===== config.mk =====
export PLATFORM = sky130hd
export DESIGN_NAME = stage_if
export DESIGN_NICKNAME = d
export VERILOG_FILES = /design/src/rtl/stage_if.sv
export SDC_FILE = /design/constraint.sdc
export NUM_CORES = 1
export LEC_CHECK = 0
export CAP_MARGIN = 30
export CELL_PAD_IN_SITES_DETAIL_PLACEMENT = 1
export CELL_PAD_IN_SITES_GLOBAL_PLACEMENT = 1
export CORE_MARGIN = 2
export CORE_UTILIZATION = 37
export DETAILED_ROUTE_END_ITERATION = 16
export MAX_ROUTING_LAYER = met4
export PLACE_DENSITY_LB_ADDON = 0.3
export REMOVE_ABC_BUFFERS = 1
export SYNTH_ARGS = -nofsm -noshare
export SYNTH_HDL_FRONTEND = slang
export SYNTH_SLANG_ARGS = --single-unit

===== constraint.sdc =====
create_clock -name clk -period 2.5 [get_ports clk]
set_input_delay 0.375 -clock clk [delete_from_list [all_inputs] [get_ports clk]]
set_output_delay 0.375 -clock clk [all_outputs]
set_load 0.01 [all_outputs]

===== src/rtl/stage_if.sv =====
// Instruction fetch stage: holds the fetch PC, issues one outstanding
// instruction-memory request at a time and hands words to decode through a one-entry skid buffer.
module stage_if #(
    parameter logic [31:0] RESET_PC = 32'h0000_0000
) (
    input  logic        clk,
    input  logic        rst,
    input  logic        stall,
    input  logic        branch_taken,
    input  logic [31:0] branch_dest,
    output logic        imem_req,
    output logic [31:0] imem_addr,
    input  logic        imem_ack,
    input  logic [31:0] imem_data,
    output logic [31:0] instr,
    output logic [31:0] next_pc,
    output logic        instr_valid,
    output logic [31:0] debug_pc
);

    typedef enum logic [1:0] {
        FETCH = 2'd0,
        FULL  = 2'd1,
        FLUSH = 2'd2
    } state_t;

    state_t      state;
    logic [31:0] pc;
    logic [31:0] pc_plus4;
    logic [31:0] redirect_pc;
    logic [31:0] buf_instr;
    logic [31:0] buf_pc;

    assign pc_plus4    = pc + 32'd4;
    assign redirect_pc = branch_dest & ~32'h3;
    assign debug_pc    = pc;

    // imem_addr is a register: in FETCH it tracks pc, in FLUSH it keeps the
    // killed request's address, so it doubles as the latched flush address.
    always_ff @(posedge clk) begin
        if (rst) begin
            state       <= FETCH;
            pc          <= RESET_PC;
            imem_req    <= 1'b1;
            imem_addr   <= RESET_PC;
            instr       <= 32'h0;
            next_pc     <= 32'h0;
            instr_valid <= 1'b0;
            buf_instr   <= 32'h0;
            buf_pc      <= 32'h0;
        end else if (branch_taken) begin
            pc       <= redirect_pc;
            imem_req <= 1'b1;
            if (!stall) begin
                instr       <= 32'h0;
                instr_valid <= 1'b0;
            end
            case (state)
                FETCH: begin
                    if (imem_ack) imem_addr <= redirect_pc;
                    else          state     <= FLUSH;
                end
                FULL: begin
                    state     <= FETCH;
                    imem_addr <= redirect_pc;
                end
                FLUSH: begin
                    // A killed request completing alongside a new redirect ends the drain.
                    if (imem_ack) begin
                        state     <= FETCH;
                        imem_addr <= redirect_pc;
                    end
                end
                default: begin
                    state     <= FETCH;
                    imem_addr <= redirect_pc;
                end
            endcase
        end else begin
            case (state)
                FETCH: begin
                    if (imem_ack) begin
                        pc        <= pc_plus4;
                        imem_addr <= pc_plus4;
                        if (stall) begin
                            buf_instr <= imem_data;
                            buf_pc    <= pc_plus4;
                            imem_req  <= 1'b0;
                            state     <= FULL;
                        end else begin
                            instr       <= imem_data;
                            next_pc     <= pc_plus4;
                            instr_valid <= 1'b1;
                        end
                    end else if (!stall) begin
                        instr       <= 32'h0;
                        instr_valid <= 1'b0;
                    end
                end
                FULL: begin
                    if (!stall) begin
                        instr       <= buf_instr;
                        next_pc     <= buf_pc;
                        instr_valid <= 1'b1;
                        imem_req    <= 1'b1;
                        state       <= FETCH;
                    end
                end
                FLUSH: begin
                    if (!stall) begin
                        instr       <= 32'h0;
                        instr_valid <= 1'b0;
                    end
                    if (imem_ack) begin
                        imem_addr <= pc;
                        state     <= FETCH;
                    end
                end
                default: begin
                    imem_req  <= 1'b1;
                    imem_addr <= pc;
                    state     <= FETCH;
                end
            endcase
        end
    end

endmodule


==> metrics.txt <==
# TYPE chip_impl_metric gauge
chip_impl_info{name="run_status",value="finished clean"} 1
chip_impl_info{name="worstSetupPathType",value="reg -> reg"} 1
chip_impl_metric{name="final_min_period_over_clock_period",unit="%"} 93.67
chip_impl_metric{name="tightestPinTransition",unit="ns"} 0.5350
chip_impl_info{name="path_cells",value="inv_1 -> ha_1 -> buf_12 -> and2_1 -> o21ai_4 -> nor2_1 -> nand2_1 -> o22ai_1"} 1
chip_impl_metric{name="synth-compound-area-share",unit="%"} 23.34
chip_impl_info{name="timing.critical_path.from_type",value="flop"} 1
chip_impl_metric{name="cp_num_buf_inv",unit=""} 2
chip_impl_metric{name="flow.area_growth_from_synthesis",unit="%"} 34.82
chip_impl_metric{name="cellPowerDensity",unit="nW/µm²"} 636.8
chip_impl_metric{name="yosys_register_bits",unit=""} 188
chip_impl_metric{name="drt-vias-per-instance",unit=""} 5.526
chip_impl_metric{name="fillers",unit=""} 2834
chip_impl_metric{name="routedWlPerCell",unit="µm"} 19.73
chip_impl_metric{name="post_synth_mux_area_share",unit="%"} 0.3312
chip_impl_metric{name="achievable-frequency",unit="MHz"} 427.0
chip_impl_info{name="grt_setup_unrepaired",value="false"} 1
chip_impl_metric{name="drt_wl_total",unit="µm"} 32040
chip_impl_metric{name="fin_worst_skew",unit="ns"} 0.01538
chip_impl_metric{name="worstHoldPathCells",unit=""} 4
chip_impl_metric{name="antennaDiodeCount",unit=""} 0
chip_impl_metric{name="dp_hpwl",unit="µm"} 22140
chip_impl_info{name="ys.flop_type",value="sky130_fd_sc_hd__dfxtp_1"} 1
chip_impl_info{name="hold_path_class",value="in -> reg"} 1
chip_impl_metric{name="detail_route.iter0.violations",unit=""} 587
chip_impl_metric{name="ctsResizeCount",unit=""} 0
chip_impl_metric{name="layout.core_utilization",unit="%"} 50.56
chip_impl_metric{name="number_of_global_route_vias_before_repair",unit=""} 9151
chip_impl_metric{name="grt_start_max_net_pins",unit=""} 67
chip_impl_metric{name="leakage",unit="nW"} 4.193
chip_impl_metric{name="initial_utilization",unit="%"} 37.50
chip_impl_metric{name="yosys.cell_types.count",unit=""} 69
chip_impl_metric{name="worst_setup_hold_path_clk_slew",unit="ns"} 0.07
chip_impl_metric{name="peakVddDrop",unit="V"} 0.0004086
chip_impl_metric{name="post-cts-setup-buffers",unit=""} 0
chip_impl_metric{name="holdWs",unit="ns"} 0.4506
chip_impl_metric{name="setup_viol_count_final",unit=""} 0
chip_impl_metric{name="synth-async-reset-ratio",unit="%"} 0
chip_impl_metric{name="globalplace.congestion",unit=""} 0.8465
chip_impl_metric{name="final_critical_period",unit="ns"} 2.342
chip_impl_metric{name="die_height",unit="µm"} 160.5
chip_impl_info{name="synth.largest_area_cell",value="sky130_fd_sc_hd__dfxtp_1"} 1
chip_impl_metric{name="initial_antenna_violation_count",unit=""} 0
chip_impl_metric{name="ctsLongestPathBuffers",unit=""} 2
chip_impl_metric{name="synth-warning-count",unit=""} 0
chip_impl_info{name="crit_family",value="simple AND/OR/NAND/NOR gates"} 1
chip_impl_metric{name="clock_sink_count",unit=""} 188
chip_impl_metric{name="slew-limit-headroom",unit="%"} 63.87
chip_impl_metric{name="row_count",unit=""} 57
chip_impl_metric{name="pin_count",unit=""} 199
chip_impl_metric{name="area_used_by_multi_input_combinational_logic",unit="µm²"} 4743
chip_impl_metric{name="seq_total_area_yosys",unit="%"} 41.51
chip_impl_metric{name="syn_inst",unit=""} 1119
chip_impl_info{name="synth_top_family_by_area",value="compound AO/OA/AOI/OAI gates"} 1
chip_impl_metric{name="worst-endpoint-arrival",unit="ns"} 2.64
chip_impl_metric{name="clock_tree.htree_level_count",unit=""} 4
chip_impl_metric{name="final_nets",unit=""} 1361
chip_impl_metric{name="port_buffers",unit=""} 190
chip_impl_metric{name="finalHoldViolCount",unit=""} 0
chip_impl_metric{name="critPathMaxFanout",unit=""} 16
chip_impl_metric{name="global_route.usage.total",unit="%"} 25.23
chip_impl_metric{name="drt.antenna.violating_nets",unit=""} 0
chip_impl_metric{name="vias",unit=""} 8975
chip_impl_metric{name="die_w",unit="µm"} 160.5
chip_impl_info{name="ys_top_cells_by_area",value="sky130_fd_sc_hd__dfxtp_1, sky130_fd_sc_hd__nand2_1, sky130_fd_sc_hd__a21oi_1"} 1
chip_impl_metric{name="worst_skew_pair.late_latency",unit="ns"} 0.44
chip_impl_metric{name="worst_r2r_path_depth",unit=""} 8
chip_impl_info{name="clock-root-buffer",value="sky130_fd_sc_hd__clkbuf_16"} 1
chip_impl_info{name="worst_setup_path_end_kind",value="flop"} 1
chip_impl_metric{name="area.sequential",unit="µm²"} 3764
chip_impl_metric{name="grt_pass1_wl",unit="µm"} 50450
chip_impl_metric{name="synth-edff-count",unit=""} 0
chip_impl_metric{name="globalRoute.totalOverflow",unit=""} 0
chip_impl_metric{name="number_of_pins_exceeding_their_max_slew_limit_in_the_final_report",unit=""} 0
chip_impl_metric{name="crit_path_max_incr_delay",unit="ns"} 0.40
chip_impl_metric{name="yosys.area_share.xor_xnor",unit="%"} 7.052
chip_impl_metric{name="core_region_area",unit="µm²"} 24180
chip_impl_metric{name="synthAdderAreaFrac",unit="%"} 0.5520
chip_impl_metric{name="power",unit="W"} 0.007784
chip_impl_info{name="cts_tree",value="built"} 1
chip_impl_metric{name="share_of_the_synthesized_area_in_the_top_cell_type",unit="%"} 41.51
chip_impl_metric{name="crit_required",unit="ns"} 2.80
chip_impl_info{name="cell_at_the_slowest_stage_of_the_critical_path",value="sky130_fd_sc_hd__nand2_1"} 1
chip_impl_metric{name="drc_errors",unit=""} 0
chip_impl_metric{name="avgSynthCellArea",unit="µm²"} 8.102
chip_impl_metric{name="post_synth_instance_area",unit="µm²"} 9066
chip_impl_metric{name="cp_num_cells",unit=""} 8
chip_impl_metric{name="final_layout_size_suffix_gt1_share",unit="%"} 10.23
chip_impl_metric{name="initial_drt_pass_iterations",unit=""} 5
chip_impl_metric{name="cts_buffers",unit=""} 17
chip_impl_metric{name="synth_simple_gate_area_share",unit="%"} 20.23
chip_impl_metric{name="max-cap-violations",unit=""} 0
chip_impl_metric{name="dieArea",unit="µm²"} 25770
chip_impl_metric{name="hold_bufs_inserted_after_cts",unit=""} 0
==> layout by cell type (no fill, tap or decap), types with 5 or more instances in the layout <==
master	synthesis	final
sky130_fd_sc_hd__a211oi_1	36	36
sky130_fd_sc_hd__a21o_1	5	5
sky130_fd_sc_hd__a21oi_1	102	102
sky130_fd_sc_hd__a221oi_1	6	5
sky130_fd_sc_hd__a22oi_1	32	32
sky130_fd_sc_hd__and3_1	15	14
sky130_fd_sc_hd__buf_12	0	13
sky130_fd_sc_hd__buf_4	8	59
sky130_fd_sc_hd__bufinv_16	0	6
sky130_fd_sc_hd__clkbuf_16	0	17
sky130_fd_sc_hd__clkdlybuf4s50_1	0	189
sky130_fd_sc_hd__conb_1	1	6
sky130_fd_sc_hd__dfxtp_1	188	188
sky130_fd_sc_hd__inv_1	9	8
sky130_fd_sc_hd__nand2_1	173	173
sky130_fd_sc_hd__nand3_1	34	33
sky130_fd_sc_hd__nand4_1	15	15
sky130_fd_sc_hd__nor2_1	76	75
sky130_fd_sc_hd__nor3_1	21	21
sky130_fd_sc_hd__nor4_1	8	8
sky130_fd_sc_hd__nor4_2	11	11
sky130_fd_sc_hd__o211ai_1	7	7
sky130_fd_sc_hd__o21a_1	11	11
sky130_fd_sc_hd__o21ai_0	88	87
sky130_fd_sc_hd__o22ai_1	15	15
sky130_fd_sc_hd__xnor2_1	45	45
sky130_fd_sc_hd__xor2_1	28	28
==> worst paths after layout <==
path / slack [ns] / from / endpoint
max: 0.16 / state[0] / next_pc[30]
min reg2reg: 0.45 / instr[7] / instr[7]
max reg2reg: 0.16 / state[0] / next_pc[30]
min: 0.45 / rst / buf_pc[31]
==> stage by stage <==
| stage | setup WS [ns] | TNS [ns] | area, µm² | cells |
|---|---|---|---|---|
| 2_1_floorplan | -1.701 | -147.07 | 8497 | 1008 |
| 3_5_place_dp | 0.003635 | 0 | 11550 | 1593 |
| 3_3_place_gp | 0.06417 | 0 | 11550 | 1593 |
| 4_1_cts | 0.1409 | 0 | 12220 | 1624 |
| 6_report | 0.1582 | 0 | 12220 | 1624 |
| 5_1_grt | 0.03090 | 0 | 12220 | 1624 |
==> report_power, final <==
part           switching, W  total, W  leakage [nW]  internal (W)
Sequential         0.000116   0.00327          1.54       0.00315
Combinational      0.000722   0.00134          2.33      0.000619
Clock               0.00126   0.00318         0.325       0.00192
Total               0.00210   0.00778          4.19       0.00569
==> synthesized netlist by cell type (21+ instances only) <==
cell / n
sky130_fd_sc_hd__clkbuf_1: 81
sky130_fd_sc_hd__xnor2_1: 45
sky130_fd_sc_hd__dfxtp_1: 188
sky130_fd_sc_hd__o21ai_0: 88
sky130_fd_sc_hd__nor3_1: 21
sky130_fd_sc_hd__xor2_1: 28
sky130_fd_sc_hd__a21oi_1: 102
sky130_fd_sc_hd__nor2_1: 76
sky130_fd_sc_hd__nand3_1: 34
sky130_fd_sc_hd__a22oi_1: 32
sky130_fd_sc_hd__nand2_1: 173
sky130_fd_sc_hd__a211oi_1: 36
==> registers in the layout (all words and copies together) (netlist names), named ones only <==
| name | flops |
|---|---|
| buf_instr | 32 |
| instr | 32 |
| buf_pc | 30 |
| debug_pc | 30 |
| imem_addr | 30 |
| next_pc | 30 |
| state | 2 |
| imem_req | 1 |
==> layout make-up <==
cell class	instances	area share [%]
multi-input combinational	809	38.81
inverter	11	0.3378
clock inverter	12	1.894
timing repair buffer	261	21.23
sequential	188	30.79
tap	324	3.317
clock buffer	19	3.624
==> per-layer routing <==
metal  routed length [µm]  share of wire (%)  vias up  track usage [%]
li1                     -                  -     4274                -
met5                    0                  0        -                -
met1                14790                 46     4423            32.23
met4                  467                1.5        0            7.002
met3                 1411                4.4       32            3.796
met2                15380                 48      246            41.71
==> tightest hold or removal path, stage by stage <==
cell	delay, ns
sky130_fd_sc_hd__buf_4	0.13
sky130_fd_sc_hd__clkinv_1	0.17
sky130_fd_sc_hd__a31oi_1	0.11
sky130_fd_sc_hd__o21ai_0	0.06
==> cell families (layout without fill, tap and decap cells) <==
| logic type | after synthesis | after routing |
|---|---|---|
| and+or+nand+nor | 384 | 384 |
| AOI/OAI and AO/OA | 339 | 339 |
| DFF | 188 | 188 |
| buffers and inverters | 127 | 303 |
| xor gates and xnor gates | 73 | 73 |
| adders and majority gates | 4 | 4 |
| muxes | 3 | 3 |
| other | 1 | 6 |
Note: power is estimated with default switching activity, not from simulation.
